===== src/rtl/nec_ir_rx.sv =====
// NEC IR receiver: times marks/spaces of the demodulated input and decodes leader,
// 32 data bits, stop and repeat codes into registered addr/cmd and one-cycle pulses.
module nec_ir_rx #(
  parameter int CLK_PER_US = 50,
  parameter int TIMEOUT_US = 12000
) (
  input  logic       clk_50,
  input  logic       reset,
  input  logic       ir_n,
  output logic [7:0] addr,
  output logic [7:0] cmd,
  output logic       valid,
  output logic       repeat_code,
  output logic       err,
  output logic       busy
);

  localparam int            PW      = (CLK_PER_US > 1) ? $clog2(CLK_PER_US) : 1;
  localparam logic [PW-1:0] PRE_MAX = PW'(CLK_PER_US - 1);
  localparam logic [13:0]   US_MAX  = 14'h3FFF;
  localparam logic [13:0]   TO_US   = 14'(TIMEOUT_US);

  typedef enum logic [2:0] {
    IDLE,
    LEAD_MARK,
    LEAD_SPACE,
    BIT_MARK,
    BIT_SPACE,
    STOP_MARK,
    REP_MARK
  } state_t;

  state_t        state;
  logic          ir_s1, ir_s2, ir_prev;
  logic          fall, rise, any_edge;
  logic [PW-1:0] pre;
  logic [13:0]   us_cnt;
  logic [13:0]   d;
  logic          tick;
  logic          timeout;
  logic [5:0]    bit_cnt;
  logic [31:0]   sr;
  logic          have_frame;
  logic          in_lead, in_hdr, in_rep, in_short, in_long, cmp_ok;

  function automatic logic in_win(input logic [13:0] v, input logic [13:0] lo,
                                  input logic [13:0] hi);
    return (v >= lo) && (v <= hi);
  endfunction

  // Flops reset to idle level so leaving reset never looks like a mark start.
  always_ff @(posedge clk_50) begin
    if (reset) begin
      ir_s1   <= 1'b1;
      ir_s2   <= 1'b1;
      ir_prev <= 1'b1;
    end else begin
      ir_s1   <= ir_n;
      ir_s2   <= ir_s1;
      ir_prev <= ir_s2;
    end
  end

  assign fall     = ir_prev & ~ir_s2;
  assign rise     = ~ir_prev & ir_s2;
  assign any_edge = fall | rise;

  assign tick = (pre == PRE_MAX);

  // d includes this cycle's increment, so a width of N us measures exactly N.
  always_comb begin
    d = us_cnt;
    if (tick && (us_cnt != US_MAX)) d = us_cnt + 14'd1;
  end

  always_ff @(posedge clk_50) begin
    if (reset || any_edge) begin
      pre    <= '0;
      us_cnt <= '0;
    end else begin
      pre    <= tick ? '0 : pre + 1'b1;
      us_cnt <= d;
    end
  end

  assign timeout  = (state != IDLE) && !any_edge && tick && (us_cnt == TO_US - 14'd1);
  assign in_lead  = in_win(d, 14'd8000, 14'd10000);
  assign in_hdr   = in_win(d, 14'd4000, 14'd5000);
  assign in_rep   = in_win(d, 14'd2000, 14'd2500);
  assign in_short = in_win(d, 14'd400, 14'd700);
  assign in_long  = in_win(d, 14'd1400, 14'd1900);
  assign cmp_ok   = ((sr[7:0] ^ sr[15:8]) == 8'hFF) && ((sr[23:16] ^ sr[31:24]) == 8'hFF);

  always_ff @(posedge clk_50) begin
    if (reset) begin
      state       <= IDLE;
      busy        <= 1'b0;
      bit_cnt     <= '0;
      sr          <= '0;
      have_frame  <= 1'b0;
      addr        <= '0;
      cmd         <= '0;
      valid       <= 1'b0;
      repeat_code <= 1'b0;
      err         <= 1'b0;
    end else begin
      valid       <= 1'b0;
      repeat_code <= 1'b0;
      err         <= 1'b0;
      if (timeout) begin
        err   <= 1'b1;
        state <= IDLE;
        busy  <= 1'b0;
      end else begin
        case (state)
          IDLE: begin
            if (fall) begin
              state <= LEAD_MARK;
              busy  <= 1'b1;
            end
          end
          LEAD_MARK: begin
            if (rise) begin
              if (in_lead) begin
                state <= LEAD_SPACE;
              end else begin
                err   <= 1'b1;
                state <= IDLE;
                busy  <= 1'b0;
              end
            end
          end
          LEAD_SPACE: begin
            if (fall) begin
              if (in_hdr) begin
                state   <= BIT_MARK;
                bit_cnt <= '0;
              end else if (in_rep) begin
                state <= REP_MARK;
              end else begin
                err   <= 1'b1;
                state <= IDLE;
                busy  <= 1'b0;
              end
            end
          end
          BIT_MARK: begin
            if (rise) begin
              if (in_short) begin
                state <= BIT_SPACE;
              end else begin
                err   <= 1'b1;
                state <= IDLE;
                busy  <= 1'b0;
              end
            end
          end
          BIT_SPACE: begin
            if (fall) begin
              if (in_short || in_long) begin
                // LSB first: after 32 shifts the first bit sits in sr[0].
                sr      <= {in_long, sr[31:1]};
                bit_cnt <= bit_cnt + 6'd1;
                state   <= (bit_cnt == 6'd31) ? STOP_MARK : BIT_MARK;
              end else begin
                err   <= 1'b1;
                state <= IDLE;
                busy  <= 1'b0;
              end
            end
          end
          STOP_MARK: begin
            if (rise) begin
              if (in_short && cmp_ok) begin
                addr       <= sr[7:0];
                cmd        <= sr[23:16];
                valid      <= 1'b1;
                have_frame <= 1'b1;
              end else begin
                err <= 1'b1;
              end
              state <= IDLE;
              busy  <= 1'b0;
            end
          end
          REP_MARK: begin
            if (rise) begin
              if (!in_short) err <= 1'b1;
              else if (have_frame) repeat_code <= 1'b1;
              state <= IDLE;
              busy  <= 1'b0;
            end
          end
          default: begin
            state <= IDLE;
            busy  <= 1'b0;
          end
        endcase
      end
    end
  end

endmodule


===== config.mk =====
export PLATFORM = sky130hd
export DESIGN_NAME = nec_ir_rx
export DESIGN_NICKNAME = d
export VERILOG_FILES = /design/src/rtl/nec_ir_rx.sv
export SDC_FILE = /design/constraint.sdc
export NUM_CORES = 1
export LEC_CHECK = 0
export CAP_MARGIN = 15
export CORE_MARGIN = 2
export CORE_UTILIZATION = 60
export CTS_CLUSTER_SIZE = 20
export DETAILED_ROUTE_END_ITERATION = 16
export PLACE_DENSITY = 0.91
export SLEW_MARGIN = 30
export SYNTH_ARGS = -nofsm -noshare
export SYNTH_HDL_FRONTEND = slang
export SYNTH_SLANG_ARGS = --single-unit

===== constraint.sdc =====
create_clock -name clk_50 -period 4.3 [get_ports clk_50]
set_input_delay 0.86 -clock clk_50 [delete_from_list [all_inputs] [get_ports clk_50]]
set_output_delay 0.86 -clock clk_50 [all_outputs]
set_load 0.005 [all_outputs]

-- After elaboration in Yosys (flattened, before gate mapping)
Index checks and enable logic that the tools add are counted.
- $add $sub $neg: 3
- $lt $le $gt $ge: 10
- equality and inequality tests: 25
- mux-type cells: 46
- bitwise operators: 12
- reduce and logical (&&, ||, !) cells: 28
- operators with widths (kind ; number):
    $mux 3 ; 11
    $ge 14x11->1 const B ; 2
    $mux 1 ; 25
    $mux 6 ; 4
    $ne 2x2->1 const B ; 12
    $pmux 3 s6 ; 1
    $eq 8x8->1 const B ; 2
    $xor 8x8->8 ; 2
    $add 14x1->14 const B ; 1
    $eq 14x14->1 const B ; 1
    $ge 14x12->1 const B ; 1
    $ge 14x13->1 const B ; 1
    $ge 14x9->1 const B ; 1
    $le 14x10->1 const B ; 1
    $le 14x11->1 const B ; 1
    $le 14x12->1 const B ; 1
    $le 14x13->1 const B ; 1
    $le 14x14->1 const B ; 1
    $mux 14 ; 1
    $ne 14x14->1 const B ; 1
    $add 6x1->6 const B ; 2
    $pmux 6 s2 ; 1
    $reduce_and 6->1 ; 2
    $logic_and 1x1->1 ; 11
    other kinds (22) ; 37
- register bits after elaboration: 85
- input port bits: 3
- output and inout port bits: 20
- logic and storage cells: 139

-- Logic depth before layout (Yosys ltp)
Gate-level depths: netlist of run 1.
- depth after elaboration: 10
- depth in mapped cells: 15
- gate-level depth less buffers: 12

-- Worst setup path before layout of run 1
Ideal clock, no wire load.
- path type: flip-flop to flip-flop
- start: register us_cnt[0]
- end: register bit_cnt[5]
- arrival: 3.611 ns
- setup slack: 0.619 ns
- stages on the path, launching flop included: 13
- buffers on the path: 1
- period minus slack after synthesis: 3.681 ns
- cell sequence: dfxtp_1 > ha_1 > nand3_1 > or3_1 > buf_6 > nor3_1 > mux2_2 > or4_4 > a211oi_2 > o21bai_4 > o211a_1 > or4b_1 > a21oi_1
- word-level cells in the longest chain between the ends: 8
- ends and longest elaborated chain (item ; RTL line ; text):
    start, declared ; 37 ; logic [13:0] us_cnt;
    start signal, assigned ; 79 ; us_cnt <= '0;
    start signal, assigned ; 82 ; us_cnt <= d;
    branches (longest 7 deep; another with $add 14x1->14) ; - ;
    $reduce_and 6->1 (no line) (*) ; - ;
    end signal, assigned ; 163 ; bit_cnt <= bit_cnt + 6'd1;
    end, declared ; 41 ; logic [5:0] bit_cnt;
Mark *: on every way between the ends.
A chain may end at the register's enable or synchronous reset.

-- Worst setup path in the final report of run 1
Same ends and word-level chain as after synthesis.

==> flow_metrics.tcl, run 1 <==
set metrics [dict create \
    outcome "finished, final reports clean" \
    synth_ff_type "dfxtp_1" \
    yosys_warnings 0 \
    internal-power_w 0.001035 \
    synth_nets 543 \
    drt_pass1_iterations 5 \
    avgSynthCellArea_um2 8.667 \
    grt_pass1_vias 3849 \
    antenna_cells 0 \
    drv_slew 0 \
    clock-skew-final_ns 0.01683 \
    drt_iter0_drc 344 \
    wl_um 10840 \
    syn_inst 533 \
    use_met1_pct 34.65 \
    criticalPathCategory "flip-flop to flip-flop" \
    grt_max_degree 60 \
    numPortBuffers 22 \
    p_per_area_nw_per_um2 274.0 \
    crit_arrival_ns 4.34 \
    crit_start "us_cnt[0]$_SDFF_PP0_" \
    ios 23 \
    cp-endpoint "bit_cnt[5]$_SDFFE_PP0P_" \
    combPwrFrac_pct 3.0 \
    hold_violations 0 \
    drcViolationCount 0 \
    worst_pin_slew_ns 0.7060 \
    reg2reg_slack_ns 0.26 \
    tritoncts "built" \
    gr-usage-all-layers_pct 27.04 \
    dieArea_um2 8417 \
    max_cap_violations 0 \
    report.final.setup_viol 0 \
    grt_pass1_wl_um 18450 \
    period_needed_ns 4.039 \
    fp-row-count 31 \
    gr-usage-met3_pct 4.191 \
    die_h_um 91.75 \
    wire_per_inst_um 16.57 \
    clock_latency_ns 0.36 \
    cp_data_required_time_ns 4.60 \
    hp-class "flip-flop to flip-flop" \
    syn2layout_area_growth_pct 10.89 \
    r2r-start "us_cnt[0]$_SDFF_PP0_" \
    crit_path_end_kind "flip-flop" \
    n_fill_cell 547 \
    drtAntennaViolNets 0 \
    relSlewSlack_pct 52.93 \
    swShare_pct 26.22 \
    synth-edff-count 0 \
    p_switching_w 0.0003680 \
    final_nets 560 \
    worst_path_largest_cell_delay_ns 0.53 \
    setup_ws_ns 0.2615 \
    r2r.worst_path.cells 11 \
    drive_gt1_share_pct 10.45 \
    crit_slowest_cell "or4_4" \
    ys_ff_latch 85 \
    htree_levels 3 \
    async_reset_ff_share_pct 0 \
    grt_util_met2_pct 46.20 \
    path_max_fanout 11 \
    busiest_layer "met2" \
    yosys.cell_types.count 76 \
    vias 3992 \
    multi_input_comb_area_um2 2741 \
    yosysSeqAreaShare_pct 36.84 \
    design.core.area_um2 7370 \
    leakagePower_nw 2.166 \
    dp_slack_ns 0.2315 \
    clk_pin_slew_ns 0.10 \
    die_width_um 91.75 \
    path_cells "ha_2, nand3_1, or3_1, nor3_1, mux2_2, or4_4, a211oi_2, o21bai_4, o211a_1, or4b_1, a21oi_1" \
    cts_buffers 9 \
    floorplan.initialDensity_pct 62.68 \
    period_share_pct 93.92 \
    overflow 0 \
    p_seq_share_pct 56.7 \
    r2r-end "bit_cnt[5]$_SDFFE_PP0P_" \
    dp_hpwl_um 7735 \
    grt_antenna_before_repair 0 \
    post_synth_instance_area_um2 4619 \
    root_buffer "clkbuf_8" \
    start_kind "flip-flop" \
    fin_tns_setup_ns 0 \
    max_freq_mhz 247.6 \
    via_per_inst 6.104 \
    cts_max_path_buffers 2 \
    register_area_um2 1702 \
    cts_sinks 85 \
    pwr-share-clk_pct 40.3 \
    grt_setup_unrepaired "false" \
    place.gp.congestion 0.9643 \
    finalCoreUtilization_pct 69.51 \
    peakVddDrop_mv 0.2585 \
]
cell usage after synthesis (10+ instances only):
library cell / count / share of area [%]
dfxtp_1: 85 / 37
nor2_1: 83 / 6.7
mux2i_1: 51 / 11
nand2_1: 34 / 2.8
nand3_1: 22 / 2.4
a21oi_1: 18 / 2.0
nor3_1: 15 / 1.6
clkbuf_1: 14 / 1.1
o21ai_0: 14 / 1.5
nor4_1: 13 / 1.8
xnor2_1: 13 / 2.5
inv_1: 12 / 0.98
xor2_1: 12 / 2.3
nand2b_1: 10 / 1.4
worst min path at each step:
| stage | startpoint | end | slack, ns | cells past startpoint |
|---|---|---|---|---|
| CTS | ir_s1$_SDFF_PP1_ | ir_s2$_SDFF_PP1_ | 0.44 | 1 |
| finish | ir_s1$_SDFF_PP1_ | ir_s2$_SDFF_PP1_ | 0.43 | 1 |
| floorplan | ir_s1$_SDFF_PP1_ | ir_s2$_SDFF_PP1_ | 0.39 | 1 |
| global route | ir_s1$_SDFF_PP1_ | ir_s2$_SDFF_PP1_ | 0.46 | 1 |
| global placement | ir_s1$_SDFF_PP1_ | ir_s2$_SDFF_PP1_ | 0.39 | 1 |
| detailed placement | ir_s1$_SDFF_PP1_ | ir_s2$_SDFF_PP1_ | 0.41 | 1 |
power by group through the flow:
stage / sequential (W) / clock (W) / combinational [W]
3_5_place_dp: 0.000814 / 0 / 0.0000416
3_3_place_gp: 0.000814 / 0 / 0.0000405
6_report: 0.000796 / 0.000566 / 0.0000422
4_1_cts: 0.000796 / 0.000571 / 0.0000420
5_1_grt: 0.000797 / 0.000599 / 0.0000466
2_1_floorplan: 0.000812 / 0 / 0.0000312
repair_timing:
action / 4_1_cts / 5_1_grt
endpoints found under the hold margin: 0 / 0
endpoints found under the setup margin: 0 / 3
gates resized for setup: 0 / 1
hold buffers: 0 / 0
setup buffers: 0 / 0
metal layers:
| metal | up-vias | wire length [um] |
|---|---|---|
| met5 | - | 0 |
| met4 | 0 | 167 |
| met3 | 15 | 494 |
| met2 | 123 | 5282 |
| met1 | 1891 | 4893 |
| li1 | 1963 | - |
cell usage in the layout, fill, tap and decap left out, drive strengths merged, types with 12 or more instances in the layout:
cell           instances
mux2i                 51
nor3                  15
nand3                 23
clkdlybuf4s50         21
xnor2                 13
nor4                  15
a21oi                 18
dfxtp                 85
xor2                  12
inv                   16
nor2                  83
o21ai                 14
nand2                 34
final cells by class:
class,instances,share of cell area [%]
Clock buffer,9,2.418
Clock inverter,7,1.466
Sequential cell,85,33.22
Tap cell,99,2.418
Timing Repair Buffer,31,6.009
Multi-Input combinational cell,410,53.52
Inverter,13,0.9526
sequential cells by signal, summed over array words and instances (netlist names):
register / flops
addr: 8
bit_cnt: 6
busy: 1
cmd: 8
err: 1
have_frame: 1
ir_prev: 1
ir_s1: 1
ir_s2: 1
pre: 6
repeat_code: 1
sr: 32
state: 3
us_cnt: 14
valid: 1
worst max-delay path, delay by kind of cell (launching register included):
| family | cells | cell delay [ns] |
|---|---|---|
| multiplexers | 1 | 0.42 |
| flip-flops | 1 | 0.44 |
| adder cells (fa/ha/maj) | 1 | 0.31 |
| AND/OR/NAND/NOR | 5 | 1.93 |
| AO/OA/AOI/OAI | 4 | 0.88 |
cells by family after synthesis:
| group | synth area share (%) |
|---|---|
| AND/OR/NAND/NOR | 26.92 |
| flip-flops | 36.84 |
| AO/OA/AOI/OAI | 13.22 |
| multiplexers | 12.51 |
| buffers and inverters | 3.873 |
| XOR/XNOR | 4.740 |
| adder cells (fa/ha/maj) | 1.896 |
per-stage QoR:
step / cell area (um^2) / cells / hold WS, ns / total power [W]
after floorplan: 4619 / 533 / 0.3895 / 0.0008433
after global placement: 4921 / 638 / 0.3926 / 0.0008541
after detailed placement: 4921 / 638 / 0.4063 / 0.0008555
after CTS: 5120 / 654 / 0.4365 / 0.001409
after global routing: 5122 / 654 / 0.4561 / 0.001442
final: 5122 / 654 / 0.4330 / 0.001403
Note: power is estimated with default switching activity, not from simulation.
==> inputs of run 2 (changes only) <==
Settings changed: SKIP_LAST_GASP set to 1.
Clock period 4.3 ns to 4.4 ns, I/O delays scaled along.
==> flow_metrics.tcl, run 2 (same netlist as run 1, synthesis figures left out) <==
set metrics [dict create \
    cp_num_buf_inv 1 \
    r2r-end "sr[31]$_SDFFE_PP0P_" \
    floorplan.initialDensity_pct 62.68 \
    fin_tns_setup_ns 0 \
    criticalPathCategory "flip-flop to flip-flop" \
    hp-class "flip-flop to flip-flop" \
    cts_max_path_buffers 2 \
    syn2layout_area_growth_pct 11.24 \
    drt_pass1_iterations 5 \
    max_freq_mhz 242.2 \
    worstSetupPathDepth 12 \
    reg.largest.list "sr x32, us_cnt x14" \
    path_cells "ha_1, nand3_1, or3_1, nor3_1, mux2_2, or4_4, a211oi_2, o21bai_4, nand3_2, buf_12, or3_1, a21oi_1" \
    ios 23 \
    drv_slew 0 \
    post-cts-setup-buffers 0 \
    crit_slowest_cell "or4_4" \
    place.gp.congestion 0.9987 \
    tritoncts "built" \
    wl_um 10770 \
    grt_setup_unrepaired "false" \
    dp_slack_ns 0.3367 \
    final_nets 557 \
    cp-endpoint "sr[31]$_SDFFE_PP0P_" \
    dp_hpwl_um 7686 \
    cts_sinks 85 \
    fp-row-count 31 \
    cp_data_required_time_ns 4.68 \
    via_per_inst 6.263 \
    root_buffer "clkbuf_8" \
    path_max_fanout 33 \
    path_delay_family "simple AND/OR/NAND/NOR gates" \
    drive_gt1_share_pct 9.783 \
    hold_violations 0 \
    largest_reg_flops 32 \
    drt_iter0_drc 404 \
    peakVddDrop_mv 0.3628 \
    max_cap_violations 0 \
    setup_ws_ns 0.2707 \
    r2r-start "us_cnt[0]$_SDFF_PP0_" \
    top_register "sr" \
    vias 4077 \
    crit_start "us_cnt[0]$_SDFF_PP0_" \
    die_h_um 91.75 \
    worst_path_largest_cell_delay_ns 0.53 \
    path_common_cell "or3_1" \
    grt_pass1_wl_um 18270 \
    cts_buffers 9 \
    outcome "finished, final reports clean" \
    start_kind "flip-flop" \
    grt_max_degree 61 \
    htree_levels 3 \
    drtAntennaViolNets 0 \
    design.core.area_um2 7370 \
    crit_arrival_ns 4.41 \
    period_share_pct 93.85 \
    r2r.worst_path.cells 12 \
    worst_pin_slew_ns 0.6748 \
    drcViolationCount 0 \
    clock-skew-final_ns 0.01529 \
    grt_antenna_before_repair 0 \
    leakagePower_nw 2.173 \
    clock_latency_ns 0.36 \
    p_per_area_nw_per_um2 293.6 \
    report.final.setup_viol 0 \
    gr-usage-all-layers_pct 26.25 \
    crit_path_end_kind "flip-flop" \
    die_width_um 91.75 \
    relSlewSlack_pct 54.86 \
    antenna_cells 0 \
    reg2reg_slack_ns 0.27 \
    cts-hold-fix-buffers 0 \
    numPortBuffers 22 \
    wire_per_inst_um 16.54 \
    grt_pass1_vias 3904 \
    period_needed_ns 4.129 \
    final_common_cell "dfxtp_1" \
    cts-resized-gates 0 \
    clk_pin_slew_ns 0.10 \
    overflow 0 \
    dieArea_um2 8417 \
    layout_common_cells "dfxtp_1 (85), nor2_1 (83), mux2i_1 (51)" \
]
==> run 2: worst reg2reg max path, cell delays in order, from the launching register on <==
cell and delay (ns):
dfxtp_1 0.44, ha_1 0.37, nand3_1 0.20, or3_1 0.51, nor3_1 0.26, mux2_2 0.43
or4_4 0.53, a211oi_2 0.24, o21bai_4 0.22, nand3_2 0.14, buf_12 0.21, or3_1 0.36
a21oi_1 0.13
==> run 2: per-layer routing <==
metal	vias to the layer above	wire length, um	track usage, %
li1	1953	-	-
met1	1925	4632	33.66
met2	167	5194	44.00
met3	32	655	5.177
met4	0	282	9.453
met5	-	0	0
==> run 2: cell type report <==
type / count / area (um^2)
multi-input combinational: 410 / 2739
fill: 548 / 2231
sequential: 85 / 1702
timing repair buffer: 28 / 272.8
clock inverter: 7 / 128.9
clock buffer: 9 / 123.9
tap: 99 / 123.9
inverter: 13 / 48.80
==> run 2: through the flow <==
| stage | hold WS [ns] | area, um^2 | power (W) | util (%) | instances |
|---|---|---|---|---|---|
| 2_1_floorplan | 0.3895 | 4619 | 0.0008241 | - | 533 |
| 3_3_place_gp | 0.3949 | 4886 | 0.0008338 | 66.30 | 635 |
| 3_5_place_dp | 0.4426 | 4886 | 0.0008354 | 66.30 | 635 |
| 4_1_cts | 0.4659 | 5139 | 0.001517 | 69.73 | 651 |
| 5_1_grt | 0.4626 | 5139 | 0.001554 | 69.73 | 651 |
| 6_report | 0.4550 | 5139 | 0.001509 | 69.73 | 651 |
==> run 2: worst min-delay path by stage <==
stage                     startpoint               end  depth (start not counted)
floorplan           ir_s1$_SDFF_PP1_  ir_s2$_SDFF_PP1_                          1
detailed placement  ir_s1$_SDFF_PP1_  ir_s2$_SDFF_PP1_                          1
global route        ir_s1$_SDFF_PP1_  ir_s2$_SDFF_PP1_                          1
CTS                 ir_s1$_SDFF_PP1_  ir_s2$_SDFF_PP1_                          1
finish              ir_s1$_SDFF_PP1_  ir_s2$_SDFF_PP1_                          1
global placement    ir_s1$_SDFF_PP1_  ir_s2$_SDFF_PP1_                          1
==> run 2: power by group <==
| part | total, W | internal [W] | switching, W |
|---|---|---|---|
| Combinational | 0.0000409 | 0.0000142 | 0.0000267 |
| Sequential | 0.000778 | 0.000773 | 0.00000460 |
| Clock | 0.000690 | 0.000387 | 0.000303 |
| Total | 0.00151 | 0.00117 | 0.000335 |
==> inputs of run 3 (changes only) <==
Settings changed: HOLD_SLACK_MARGIN set to 0.05.
==> results of run 3 <==
Final layout, timing and power as in run 2 (identical DEF).
